==> src/rtl/obstacle_pkg.sv <==
// Shared types and constants for the obstacle collision checker.
// Optional feature macro used by the checker top: COLLISION_STATS_EN.
package obstacle_pkg;

    typedef enum logic [2:0] {
        OBS_NONE  = 3'd0,
        OBS_LOW   = 3'd1,
        OBS_HIGH  = 3'd2,
        OBS_MID   = 3'd3,
        OBS_TRAIN = 3'd4,
        OBS_RAMP  = 3'd5,
        OBS_CAR   = 3'd6
    } obs_type_e;

    localparam int HALF_BLOCK = 64;

    localparam int OBS_TYPE_MSB  = 15;
    localparam int OBS_TYPE_LSB  = 13;
    localparam int OBS_LANE_MSB  = 12;
    localparam int OBS_LANE_LSB  = 11;
    localparam int OBS_DEPTH_MSB = 10;
    localparam int OBS_DEPTH_LSB = 0;

    typedef enum logic [1:0] {
        CHK_IDLE,
        CHK_RECV,
        CHK_DRAIN,
        CHK_REPORT
    } chk_state_e;

    // Beat as held between the S1 and S2 stages.
    typedef struct packed {
        logic [2:0]  typ;
        logic [1:0]  lane;
        logic [11:0] depth;
        logic [11:0] start;
    } s1_beat_t;

    // Depth length of an obstacle: one half block for barriers,
    // two for trains, ramps and cars, nothing for unused codes.
    function automatic logic [11:0] obs_len(input logic [2:0] typ);
        logic [11:0] len;
        len = 12'd0;
        if (typ == OBS_LOW || typ == OBS_HIGH || typ == OBS_MID) begin
            len = 12'(HALF_BLOCK);
        end else if (typ == OBS_TRAIN || typ == OBS_RAMP || typ == OBS_CAR) begin
            len = 12'(2 * HALF_BLOCK);
        end
        return len;
    endfunction

endpackage

==> src/rtl/obstacle_hit_eval.sv <==
// Combinational rule evaluation of one registered obstacle beat
// against the latched player state: hit flag and support height.
module obstacle_hit_eval
    import obstacle_pkg::*;
#(
    parameter int PLAYER_NEAR  = 16,
    parameter int PLAYER_FAR   = 48,
    parameter int JUMP_CLEAR   = 32,
    parameter int TRAIN_HEIGHT = 64
) (
    input  s1_beat_t    beat_i,
    input  logic [1:0]  lane_i,
    input  logic [7:0]  height_i,
    input  logic        duck_i,
    output logic        hit_o,
    output logic [7:0]  support_o
);

    localparam logic [11:0] NEAR12  = 12'(PLAYER_NEAR);
    localparam logic [11:0] FAR12   = 12'(PLAYER_FAR);
    localparam logic [11:0] TRAIN12 = 12'(TRAIN_HEIGHT);
    localparam logic [7:0]  JUMP8   = 8'(JUMP_CLEAR);
    localparam logic [7:0]  TRAIN8  = 8'(TRAIN_HEIGHT);

    logic        overlap;
    logic [11:0] ramp_gap;
    logic [11:0] ramp_half;

    // Overlap window test followed by the per-type hit/support rules.
    always_comb begin
        overlap   = (beat_i.lane == lane_i)
                 && (beat_i.start < FAR12)
                 && (beat_i.depth > NEAR12);
        ramp_gap  = NEAR12 - beat_i.start;
        ramp_half = ramp_gap >> 1;
        hit_o     = 1'b0;
        support_o = 8'd0;
        if (overlap) begin
            case (beat_i.typ)
                OBS_LOW: begin
                    hit_o = (height_i < JUMP8);
                end
                OBS_HIGH: begin
                    hit_o = !duck_i;
                end
                OBS_MID: begin
                    hit_o = !duck_i && (height_i < JUMP8);
                end
                OBS_TRAIN, OBS_CAR: begin
                    if (height_i >= TRAIN8) begin
                        support_o = TRAIN8;
                    end else begin
                        hit_o = 1'b1;
                    end
                end
                OBS_RAMP: begin
                    if (beat_i.start > NEAR12) begin
                        support_o = 8'd0;
                    end else if (ramp_half > TRAIN12) begin
                        support_o = TRAIN8;
                    end else begin
                        support_o = ramp_half[7:0];
                    end
                end
                default: begin
                    hit_o     = 1'b0;
                    support_o = 8'd0;
                end
            endcase
        end
    end

endmodule

==> config.mk <==
export PLATFORM = sky130hd
export DESIGN_NAME = obstacle_hit_eval
export DESIGN_NICKNAME = d
export VERILOG_FILES = /design/src/rtl/obstacle_pkg.sv /design/src/rtl/obstacle_hit_eval.sv
export SDC_FILE = /design/constraint.sdc
export NUM_CORES = 1
export LEC_CHECK = 0
export BUFFER_PORTS_ARGS = -buffer_cell sky130_fd_sc_hd__clkbuf_2
export CAP_MARGIN = 20
export CORE_AREA = 2 2 39 41
export DETAILED_ROUTE_END_ITERATION = 8
export DIE_AREA = 0 0 41 43
export PLACE_DENSITY = 0.72
export SYNTH_ARGS = -nofsm -noshare
export SYNTH_HDL_FRONTEND = slang
export SYNTH_SLANG_ARGS = --single-unit
==> constraint.sdc <==
create_clock -name vclk -period 5.75
set_clock_uncertainty 0.15 [all_clocks]
set_input_delay 0.8625 -clock vclk [all_inputs]
set_output_delay 0.8625 -clock vclk [all_outputs]
set_load 0.01 [all_outputs]
Word-level counts from Yosys, hierarchy flattened
Index checks and enable logic that the tools add are counted.
- flip-flop bits (word level): 0
- word-level logic and storage cells: 27
- $add $sub $neg: 1
- order comparisons: 6
- eq/ne operators: 7
- multiplexer cells: 8
- reductions and logical operators: 5
- operator list (kind ; number):
    12-bit by 5-bit > comparator with 1-bit output, second input constant ; 2
    8-bit two-way mux ; 3
    8-bit case mux with 2 select lines ; 1
    12-bit by 6-bit less-than comparator with 1-bit output, second input constant ; 1
    5-bit by 12-bit subtractor with 12-bit output, first input constant ; 1
    11-bit by 7-bit > comparator with 1-bit output, second input constant ; 1
    3-bit == test, second input constant ; 3
    8-bit by 7-bit >= comparator with 1-bit output, second input constant ; 1
    8-bit by 6-bit less-than comparator with 1-bit output, second input constant ; 1
    7-bit two-way mux ; 1
    3-bit by 2-bit == test with 1-bit output, second input constant ; 2
    1-bit case mux with 4 select lines ; 1
    3-bit by 1-bit == test with 1-bit output, second input constant ; 1
    1-bit logical AND ; 3
    2-bit == test ; 1
    1-bit two-way mux ; 2
    2-bit OR reduction ; 1
    1-bit zero test ; 1

Depth between registers and ports, before layout
Gate-level depths: netlist (run 1).
- word-level depth: 6
- depth in mapped cells: 6

Worst setup path before layout (run 1)
OpenSTA, ideal clock, no wires.
- kind: in2out
- from: in beat_i[7] (netlist bit)
- to: out support_o[1]
- arrival time: 2591 ps
- setup slack: 2146 ps
- cell stages on the path: 4
- cell sequence: or4_4 or4_4 a2111o_1 nor3_1
- longest elaborated chain between the ends: 6
- elaborated cells on any way between the ends: 10
- those cells by class: 1 x add/sub; 3 x order compare; 4 x mux; 2 x reduce/logical
- RTL lines (what ; line ; source):
    from (decl) ; obstacle_hit_eval.sv:11 ; input s1_beat_t beat_i,
    5-bit by 12-bit subtractor with 12-bit output ; obstacle_hit_eval.sv:34 ; ramp_gap = NEAR12 - beat_i.start;
    11-bit by 7-bit > comparator with 1-bit output ; obstacle_hit_eval.sv:59 ; end else if (ramp_half > TRAIN12) begin
    8-bit two-way mux ; obstacle_hit_eval.sv:59 ;
    8-bit two-way mux ; obstacle_hit_eval.sv:57 ; if (beat_i.start > NEAR12) begin
    8-bit case mux with 2 select lines ; obstacle_hit_eval.sv:39 ; case (beat_i.typ)
    8-bit two-way mux * ; obstacle_hit_eval.sv:38 ; if (overlap) begin
    to (decl) ; obstacle_hit_eval.sv:16 ; output logic [7:0] support_o
Mark *: on every way between the ends. The rest lies on a longest branch, timed or not.

Worst setup path in the final report (run 1)
- from: in beat_i[7] (netlist bit)
- to: out support_o[3]
Same word-level chain as after synthesis.

==> results_dict.tcl, run 1 <==
set metrics [dict create \
    run_status "completed" \
    fin_cells 114 \
    floorplan.die_area_um2 1763 \
    synthTopCellsByArea "sky130_fd_sc_hd__nor3_1 8.6%, sky130_fd_sc_hd__xor2_1 8.6%, sky130_fd_sc_hd__a211oi_1 5.5%, sky130_fd_sc_hd__buf_4 5.5%, sky130_fd_sc_hd__or4_4 5.5%" \
    placement.setup.worst_slack_ns 1.908 \
    power_leakage_nw 0.2936 \
    clock_buffers 0 \
    route.final.wire_length_um 1166 \
    postCtsSetupRepairBufs 0 \
    postPlaceCellArea_um2 619.3 \
    synthesis.instances 58 \
    yosysSeqAreaShare_pct 0 \
    fill_cells 154 \
    netlist-cell-type-count 33 \
    grt_most_used_layer "met2" \
    holdBufCountCts 0 \
    area_growth_pct 51.38 \
    fraction_of_the_cycle_the_final_worst_path_needs_pct 66.73 \
    worst_ep_arrival_time_ns 2.82 \
    antenna_found_initial 0 \
    worstPathBufferInverterCount 2 \
    die_h_um 43 \
    hp-class "in2out" \
    final_hold_viol_count 0 \
    totalPowerFinal_mw 0.03099 \
    n_antenna_cell 0 \
    worstSetupStartpoint "beat_i[7]" \
    synth.cell_area_um2 409.1 \
    grtUsageTotal_pct 13.79 \
    power-per-cell-area_nw_per_um2 50.03 \
    setup.worst_path.end_class "output port" \
    placeableCoreArea_um2 1384 \
    drt_pass1_iterations 4 \
    slowest_stage "sky130_fd_sc_hd__or4_4" \
    final.setup.tns_ns 0 \
    timing.hold.ws_ns 1.949 \
    drive_gt1_share_pct 47.96 \
    initial_core_util_pct 29.57 \
    placedCellCount 114 \
    layout.cell_area.non_filler_um2 619.3 \
    gr_ovfl_total 0 \
    crit_path_leading_delay_family "simple AND/OR/NAND/NOR gates" \
    sequential_cell_area_um2 0 \
    global_route.usage.met2_pct 26.25 \
    io_buffers 41 \
    grt_first_pass_wirelength_um 1835 \
    synthesis.yosys.warnings 0 \
    timing.critical_path.cells "clkbuf_2, or4_4, or4_4, a2111o_1, nor3_1, clkbuf_2" \
    cp_startpoint_kind "input pin" \
    hold_start "beat_i[28]" \
    count_of_final_max_slew_check_failures 0 \
    vdd_ir_drop_max_uv 17.13 \
    finalCoreUtilization_pct 44.76 \
    path_class "in2out" \
    timing.fmax_mhz 260.6 \
    rsz0062_at_grt "no" \
    grt_start_max_net_pins 7 \
    synthDominantAreaCellType "sky130_fd_sc_hd__nor3_1" \
    worstPathMaxFanout 6 \
    post_cts_resized 0 \
    final.min_clock_period_ns 3.837 \
    numSequentialCells 0 \
    grtUsageMet3_pct 0 \
    route.detailed.drc 0 \
    setup_viol_count_final 0 \
    first_iter_violations 5 \
    placement_rows 14 \
    route.antenna.remaining_nets 0 \
    dieWidth_um 41 \
    routed_wire_length_per_instance_um 10.23 \
    use_met1_pct 17.09 \
    grt_pass1_vias 479 \
    critPathMaxStageDelay_ns 0.54 \
    place.detailed.hpwl_um 1079 \
    vias_per_cell 5.132 \
    worst-endpoint-required_ns 4.74 \
    pin_count 49 \
    routed-via-count 585 \
    syn_area_per_cell_um2 7.054 \
    netlist.area_leader.share_pct 8.563 \
    setup_slack_ns 1.913 \
    max_cap_viol_count 0 \
    layout.nets 141 \
    routabilityCongestion 0.8412 \
]
-- power breakdown --
group	total [mW]	internal [mW]	leakage, nW	switching (mW)
combinational	0.0310	0.0158	0.294	0.0152
clock	0	0	0	0
sequential	0	0	0	0
total	0.0310	0.0158	0.294	0.0152
-- layout by cell type (no fill, tap or decap), types with 2 or more instances in the layout --
master / n
sky130_fd_sc_hd__nor4_1: 2
sky130_fd_sc_hd__xor2_1: 4
sky130_fd_sc_hd__xnor2_1: 2
sky130_fd_sc_hd__nor3_1: 7
sky130_fd_sc_hd__nor2_1: 3
sky130_fd_sc_hd__a211oi_1: 3
sky130_fd_sc_hd__or3_1: 2
sky130_fd_sc_hd__inv_1: 4
sky130_fd_sc_hd__conb_1: 3
sky130_fd_sc_hd__nand2_1: 2
sky130_fd_sc_hd__o211ai_1: 2
sky130_fd_sc_hd__o31ai_1: 2
sky130_fd_sc_hd__clkbuf_2: 41
sky130_fd_sc_hd__or4_4: 2
-- cell type report --
type / instances / area (µm²) / share of cell area (%)
Multi-Input combinational cell: 53 / 379.1 / 61.21
Inverter: 4 / 15.01 / 2.424
Tap cell: 16 / 20.02 / 3.232
Timing Repair Buffer: 41 / 205.2 / 33.13
-- routing by layer --
metal  wire (µm)  part of all wire, %
met5           0                    0
met4           0                    0
met3          65                  5.6
met2         627                   54
met1         473                   41
-- cells by family after synthesis --
family	synth area share [%]
simple gates	40.98
compound gates	33.03
other cells	0.9166
fa+ha+maj	3.058
xor+xnor	12.84
buf+inv	9.173
-- cells in the mapped netlist --
cell	number
sky130_fd_sc_hd__and3_2	1
sky130_fd_sc_hd__a221oi_1	1
sky130_fd_sc_hd__nor4_1	2
sky130_fd_sc_hd__nor3b_1	1
sky130_fd_sc_hd__or3_1	2
sky130_fd_sc_hd__or4_2	1
sky130_fd_sc_hd__o31ai_1	2
sky130_fd_sc_hd__a2111o_1	1
sky130_fd_sc_hd__o21ai_0	1
sky130_fd_sc_hd__o32a_1	1
sky130_fd_sc_hd__nor2b_1	1
sky130_fd_sc_hd__xnor2_1	2
sky130_fd_sc_hd__nor3_1	7
sky130_fd_sc_hd__xor2_1	4
sky130_fd_sc_hd__or3_2	1
sky130_fd_sc_hd__nand2b_1	1
sky130_fd_sc_hd__a311o_1	1
sky130_fd_sc_hd__or3b_2	1
sky130_fd_sc_hd__nor2_1	3
sky130_fd_sc_hd__a211oi_1	3
sky130_fd_sc_hd__o41a_1	1
sky130_fd_sc_hd__ha_1	1
sky130_fd_sc_hd__o2111ai_1	1
sky130_fd_sc_hd__o211ai_1	2
sky130_fd_sc_hd__nand3_1	1
sky130_fd_sc_hd__and3b_1	1
sky130_fd_sc_hd__or4_4	2
sky130_fd_sc_hd__o41ai_1	1
sky130_fd_sc_hd__nand2_1	2
sky130_fd_sc_hd__a2111oi_0	1
sky130_fd_sc_hd__inv_1	4
sky130_fd_sc_hd__buf_4	3
sky130_fd_sc_hd__conb_1	1
-- worst paths after layout --
kind / to / slack (ns) / cells after the start
worst min-delay path: hit_o / 1.95 / 4
worst max-delay path: support_o[3] / 1.91 / 6
(Power assumes the default switching activity.)
==> inputs of run 2 (changes only) <==
- ABC_AREA: default -> 1
- CORE_AREA: 2 2 39 41 -> default
- CORE_UTILIZATION: default -> 40
- DIE_AREA: 0 0 41 43 -> default
- PLACE_DENSITY: 0.72 -> 0.81
- clock period: 5.75 -> 3.55 ns (I/O delays scaled with it)
==> results_dict.tcl, run 2 <==
set metrics [dict create \
    placement_rows 13 \
    timing.hold.ws_ns 1.316 \
    grt_pass1_vias 523 \
    vias_per_cell 4.677 \
    io_buffers 41 \
    setup_slack_ns 0.9419 \
    grt_first_pass_wirelength_um 1883 \
    final_hold_viol_count 0 \
    routed-via-count 725 \
    path_class "in2out" \
    worst-endpoint-required_ns 2.87 \
    vdd_ir_drop_max_uv 38.03 \
    power-per-cell-area_nw_per_um2 81.65 \
    dieWidth_um 39.10 \
    totalPowerFinal_mw 0.06201 \
    commonest_cells_in_the_netlist "23 x sky130_fd_sc_hd__nand2_1, 11 x sky130_fd_sc_hd__inv_1, 10 x sky130_fd_sc_hd__nor2_1" \
    n_antenna_cell 0 \
    netlist-cell-type-count 25 \
    synthMostInstantiatedCell "sky130_fd_sc_hd__nand2_1" \
    grtUsageTotal_pct 17.04 \
    route.detailed.drc 0 \
    final_cell_mix "41 x sky130_fd_sc_hd__clkbuf_2, 23 x sky130_fd_sc_hd__nand2_1, 11 x sky130_fd_sc_hd__inv_1" \
    setup.worst_path.end_class "output port" \
    cp_startpoint_kind "input pin" \
    postCtsSetupRepairBufs 0 \
    routed_wire_length_per_instance_um 8.097 \
    pin_count 49 \
    netlist.area_leader.share_pct 15.68 \
    synthTopCellsByArea "sky130_fd_sc_hd__nand2_1 16%, sky130_fd_sc_hd__nor2_2 8.0%, sky130_fd_sc_hd__inv_1 7.5%, sky130_fd_sc_hd__nor2_1 6.8%, sky130_fd_sc_hd__nand3_1 6.4%" \
    placement.setup.worst_slack_ns 0.9319 \
    floorplan.die_area_um2 1529 \
    yosysSeqAreaShare_pct 0 \
    setup_viol_count_final 0 \
    area_growth_pct 37.95 \
    run_status "completed" \
    rsz0062_at_grt "no" \
    hp-class "in2out" \
    holdBufCountCts 0 \
    synthesis.yosys.warnings 0 \
    die_h_um 39.10 \
    synthDominantAreaCellType "sky130_fd_sc_hd__nand2_1" \
    routabilityCongestion 0.8097 \
    finalCoreUtilization_pct 59.10 \
    grt_start_max_net_pins 7 \
    post_cts_resized 0 \
    layout.nets 183 \
    first_iter_violations 10 \
    most_common_library_cell_in_the_layout_ignoring_fill_and_taps "sky130_fd_sc_hd__clkbuf_2" \
    antenna_found_initial 0 \
    drt_pass1_iterations 4 \
    route.antenna.remaining_nets 0 \
    count_of_final_max_slew_check_failures 0 \
    final.min_clock_period_ns 2.608 \
    drive_gt1_share_pct 48.57 \
    max_cap_viol_count 0 \
    timing.fmax_mhz 383.4 \
    clock_buffers 0 \
    syn_area_per_cell_um2 5.505 \
    fraction_of_the_cycle_the_final_worst_path_needs_pct 73.47 \
    synth.cell_area_um2 550.5 \
    place.detailed.hpwl_um 1193 \
    gr_ovfl_total 0 \
    placeableCoreArea_um2 1285 \
    sequential_cell_area_um2 0 \
    worstPathMaxFanout 4 \
    synthesis.instances 100 \
    numSequentialCells 0 \
    worst_ep_arrival_time_ns 1.93 \
    route.final.wire_length_um 1255 \
    power_leakage_nw 0.4634 \
    initial_core_util_pct 42.84 \
    final.setup.tns_ns 0 \
]
[run 2: cell types whose count changed in the layout (fill, tap and decap cells not counted), moves of 4 or more]
| cell | previous run | this run |
|---|---|---|
| sky130_fd_sc_hd__nor3_1 | 7 | 2 |
| sky130_fd_sc_hd__nand3_1 | 1 | 7 |
| sky130_fd_sc_hd__inv_1 | 4 | 11 |
| sky130_fd_sc_hd__nor2_1 | 3 | 10 |
| sky130_fd_sc_hd__nor2_2 | 0 | 7 |
| sky130_fd_sc_hd__nand2_1 | 2 | 23 |
| sky130_fd_sc_hd__inv_2 | 0 | 9 |
| sky130_fd_sc_hd__nand2_2 | 0 | 4 |
[run 2: layout make-up]
cell class / instances / area, µm²
Fill cell: 144 / 525.5
Tap cell: 15 / 18.77
Timing Repair Buffer: 41 / 205.2
Inverter: 20 / 75.07
Multi-Input combinational cell: 79 / 460.4
[run 2: stage by stage]
stage | instances | instance area (µm²)
3_5_place_dp | 155 | 759.5
6_report | 155 | 759.5
2_1_floorplan | 102 | 558.0
5_1_grt | 155 | 759.5
3_3_place_gp | 155 | 759.5
4_1_cts | 155 | 759.5
[run 2: cells by family after synthesis]
group,Yosys count,share of synthesized area (%)
other,1,0.6812
buffers and inverters,23,17.73
AO/OA/AOI/OAI,7,7.500
adder cells (fa/ha/maj),1,2.272
AND/OR/NAND/NOR,63,63.86
XOR/XNOR,5,7.954
[run 2: worst max-delay path, cell delays in order]
cell and delay, ns:
sky130_fd_sc_hd__clkbuf_2 0.09, sky130_fd_sc_hd__inv_1 0.08, sky130_fd_sc_hd__ha_1 0.20, sky130_fd_sc_hd__nand3_2 0.11, sky130_fd_sc_hd__nand2_2 0.11, sky130_fd_sc_hd__nand3_1 0.08, sky130_fd_sc_hd__nand2_1 0.06, sky130_fd_sc_hd__nand2_1 0.06
sky130_fd_sc_hd__nor2_2 0.12, sky130_fd_sc_hd__nand2_1 0.06, sky130_fd_sc_hd__nand3b_4 0.18, sky130_fd_sc_hd__nor2_2 0.10, sky130_fd_sc_hd__clkbuf_2 0.13
[run 2: metal layers]
| metal | track usage, % | wire (µm) | part of all wire (%) | vias to the layer above |
|---|---|---|---|---|
| li1 | - | - | - | 391 |
| met1 | 19.93 | 540 | 43 | 313 |
| met3 | 0 | 55 | 4.4 | 0 |
| met4 | 0 | 0 | 0 | 0 |
| met5 | 0 | 0 | 0 | - |
| met2 | 35.42 | 660 | 53 | 21 |
[run 2: power by group]
group	total [mW]	switching, mW	internal, mW	leakage, nW
Sequential	0	0	0	0
Combinational	0.0620	0.0350	0.0270	0.463
Clock	0	0	0	0
Total	0.0620	0.0350	0.0270	0.463
[run 2: worst paths after layout]
kind / from / endpoint / slack, ns / depth (start not counted)
hold / removal: beat_i[26] / support_o[6] / 1.32 / 5
setup / recovery: beat_i[0] / support_o[2] / 0.94 / 13
==> inputs of run 3 (changes only) <==
- clock period: 3.55 -> 2.49 ns (I/O delays scaled with it)
==> results_dict.tcl, run 3 (same netlist as run 2, synthesis figures left out) <==
set metrics [dict create \
    setup_slack_ns 0.2083 \
    comb_power_share_pct 100.0 \
    path_class "in2out" \
    initial_core_util_pct 42.84 \
    routed-via-count 721 \
    count_of_final_max_slew_check_failures 0 \
    max_cap_viol_count 0 \
    seq_power_share_pct 0 \
    route.antenna.remaining_nets 0 \
    postPlaceCellArea_um2 759.5 \
    grt_first_pass_wirelength_um 1883 \
    grt_start_max_net_pins 7 \
    die_h_um 39.10 \
    final.min_clock_period_ns 2.282 \
    final_hold_viol_count 0 \
    power_switching_share_pct 56.44 \
    routed_wire_length_per_instance_um 8.148 \
    internal_power_mw 0.03868 \
    worst_ep_arrival_time_ns 1.76 \
    fraction_of_the_cycle_the_final_worst_path_needs_pct 91.64 \
    layout.cell_area.non_filler_um2 762.0 \
    fill_cells 144 \
    pin_count 49 \
    worstSetupStartpoint "beat_i[0]" \
    timing.fmax_mhz 438.3 \
    setup.worst_path.end_class "output port" \
    sequential_cell_area_um2 0 \
    power-per-cell-area_nw_per_um2 116.5 \
    placement.setup.worst_slack_ns 0.1899 \
    hold_start "beat_i[26]" \
    placeableCoreArea_um2 1285 \
    clkPwrFrac_pct 0 \
    drt_pass1_iterations 4 \
    critPathMaxStageDelay_ns 0.20 \
    vdd_ir_drop_max_uv 54.38 \
    slowest_stage "sky130_fd_sc_hd__ha_2" \
    most_common_library_cell_in_the_layout_ignoring_fill_and_taps "sky130_fd_sc_hd__clkbuf_2" \
    route.detailed.drc 0 \
    vias_per_cell 4.652 \
    route.final.wire_length_um 1263 \
    rsz0062_at_grt "no" \
    totalPowerFinal_mw 0.08880 \
    n_antenna_cell 0 \
    grtUsageMet3_pct 0 \
    cp_startpoint_kind "input pin" \
    worstPathMaxFanout 4 \
    antenna_found_initial 0 \
    layout.nets 183 \
    global_route.usage.met2_pct 35.42 \
    final_cell_mix "41 x sky130_fd_sc_hd__clkbuf_2, 23 x sky130_fd_sc_hd__nand2_1, 11 x sky130_fd_sc_hd__inv_1" \
    worstHoldPathCells 5 \
    setup_viol_count_final 0 \
    area_of_the_multi_input_gates_um2 462.9 \
    use_met1_pct 19.93 \
    dieWidth_um 39.10 \
    area_growth_pct 38.41 \
    place.detailed.hpwl_um 1193 \
    run_status "completed" \
    first_iter_violations 12 \
    io_buffers 41 \
    clock_buffers 0 \
    grt_pass1_vias 523 \
    routabilityCongestion 0.8097 \
    grt_most_used_layer "met2" \
    floorplan.die_area_um2 1529 \
    timing.critical_path.cells "clkbuf_2, inv_1, ha_2, nand3_2, nand2_2, nand3_1, nand2_1, nand2_1, nor2_2, nand2_1, nand3b_4, nor2_2, clkbuf_2" \
    grtUsageTotal_pct 17.04 \
    netSwitchingPower_mw 0.05013 \
    worst-endpoint-required_ns 1.97 \
    final.setup.tns_ns 0 \
    placement_rows 13 \
    numSequentialCells 0 \
    drive_gt1_share_pct 49.29 \
    gr_ovfl_total 0 \
    cpMostUsedCell "sky130_fd_sc_hd__nand2_1" \
    power_leakage_nw 0.4618 \
    hp-class "in2out" \
]
==> run 3: area by class of cell <==
cell class | count | area share, %
Multi-Input combinational cell | 79 | 60.76
Tap cell | 15 | 2.463
Inverter | 20 | 9.852
Timing Repair Buffer | 41 | 26.93
==> run 3: layer usage <==
layer  part of all wire, %  vias up
met5                     0        -
met2                    53       19
met4                     0        0
li1                      -      391
met3                   3.5        0
met1                    44      311
==> run 3: critical path, delay by kind of cell <==
family	cells	cell delay, ns
AND/OR/NAND/NOR	9	0.87
buffers and inverters	3	0.30
adder cells (fa/ha/maj)	1	0.20
==> run 3: worst paths after layout <==
kind                  slack [ns]            to
worst max-delay path        0.21  support_o[2]
worst min-delay path         1.0  support_o[6]
==> run 3: timing repair <==
action | CTS | global route
resized for setup | 0 | 1
hold buffers | 0 | 0
setup endpoints to repair | 0 | 1
setup buffers | 0 | 0
hold endpoints to repair | 0 | 0
==> run 3: power groups by stage <==
| stage | combinational (mW) | clock, mW | sequential, mW |
|---|---|---|---|
| after floorplan | 0.0535 | 0 | 0 |
| after CTS | 0.0888 | 0 | 0 |
| final | 0.0888 | 0 | 0 |
| after global placement | 0.0860 | 0 | 0 |
| after global routing | 0.100 | 0 | 0 |
| after detailed placement | 0.0885 | 0 | 0 |
==> run 3: per-stage QoR <==
step	hold slack, ns	util [%]	instances
4_1_cts	0.9942	59.10	155
5_1_grt	1.022	59.30	155
3_5_place_dp	0.9930	59.10	155
3_3_place_gp	0.9751	59.10	155
2_1_floorplan	0.7624	-	102
6_report	0.9976	59.30	155
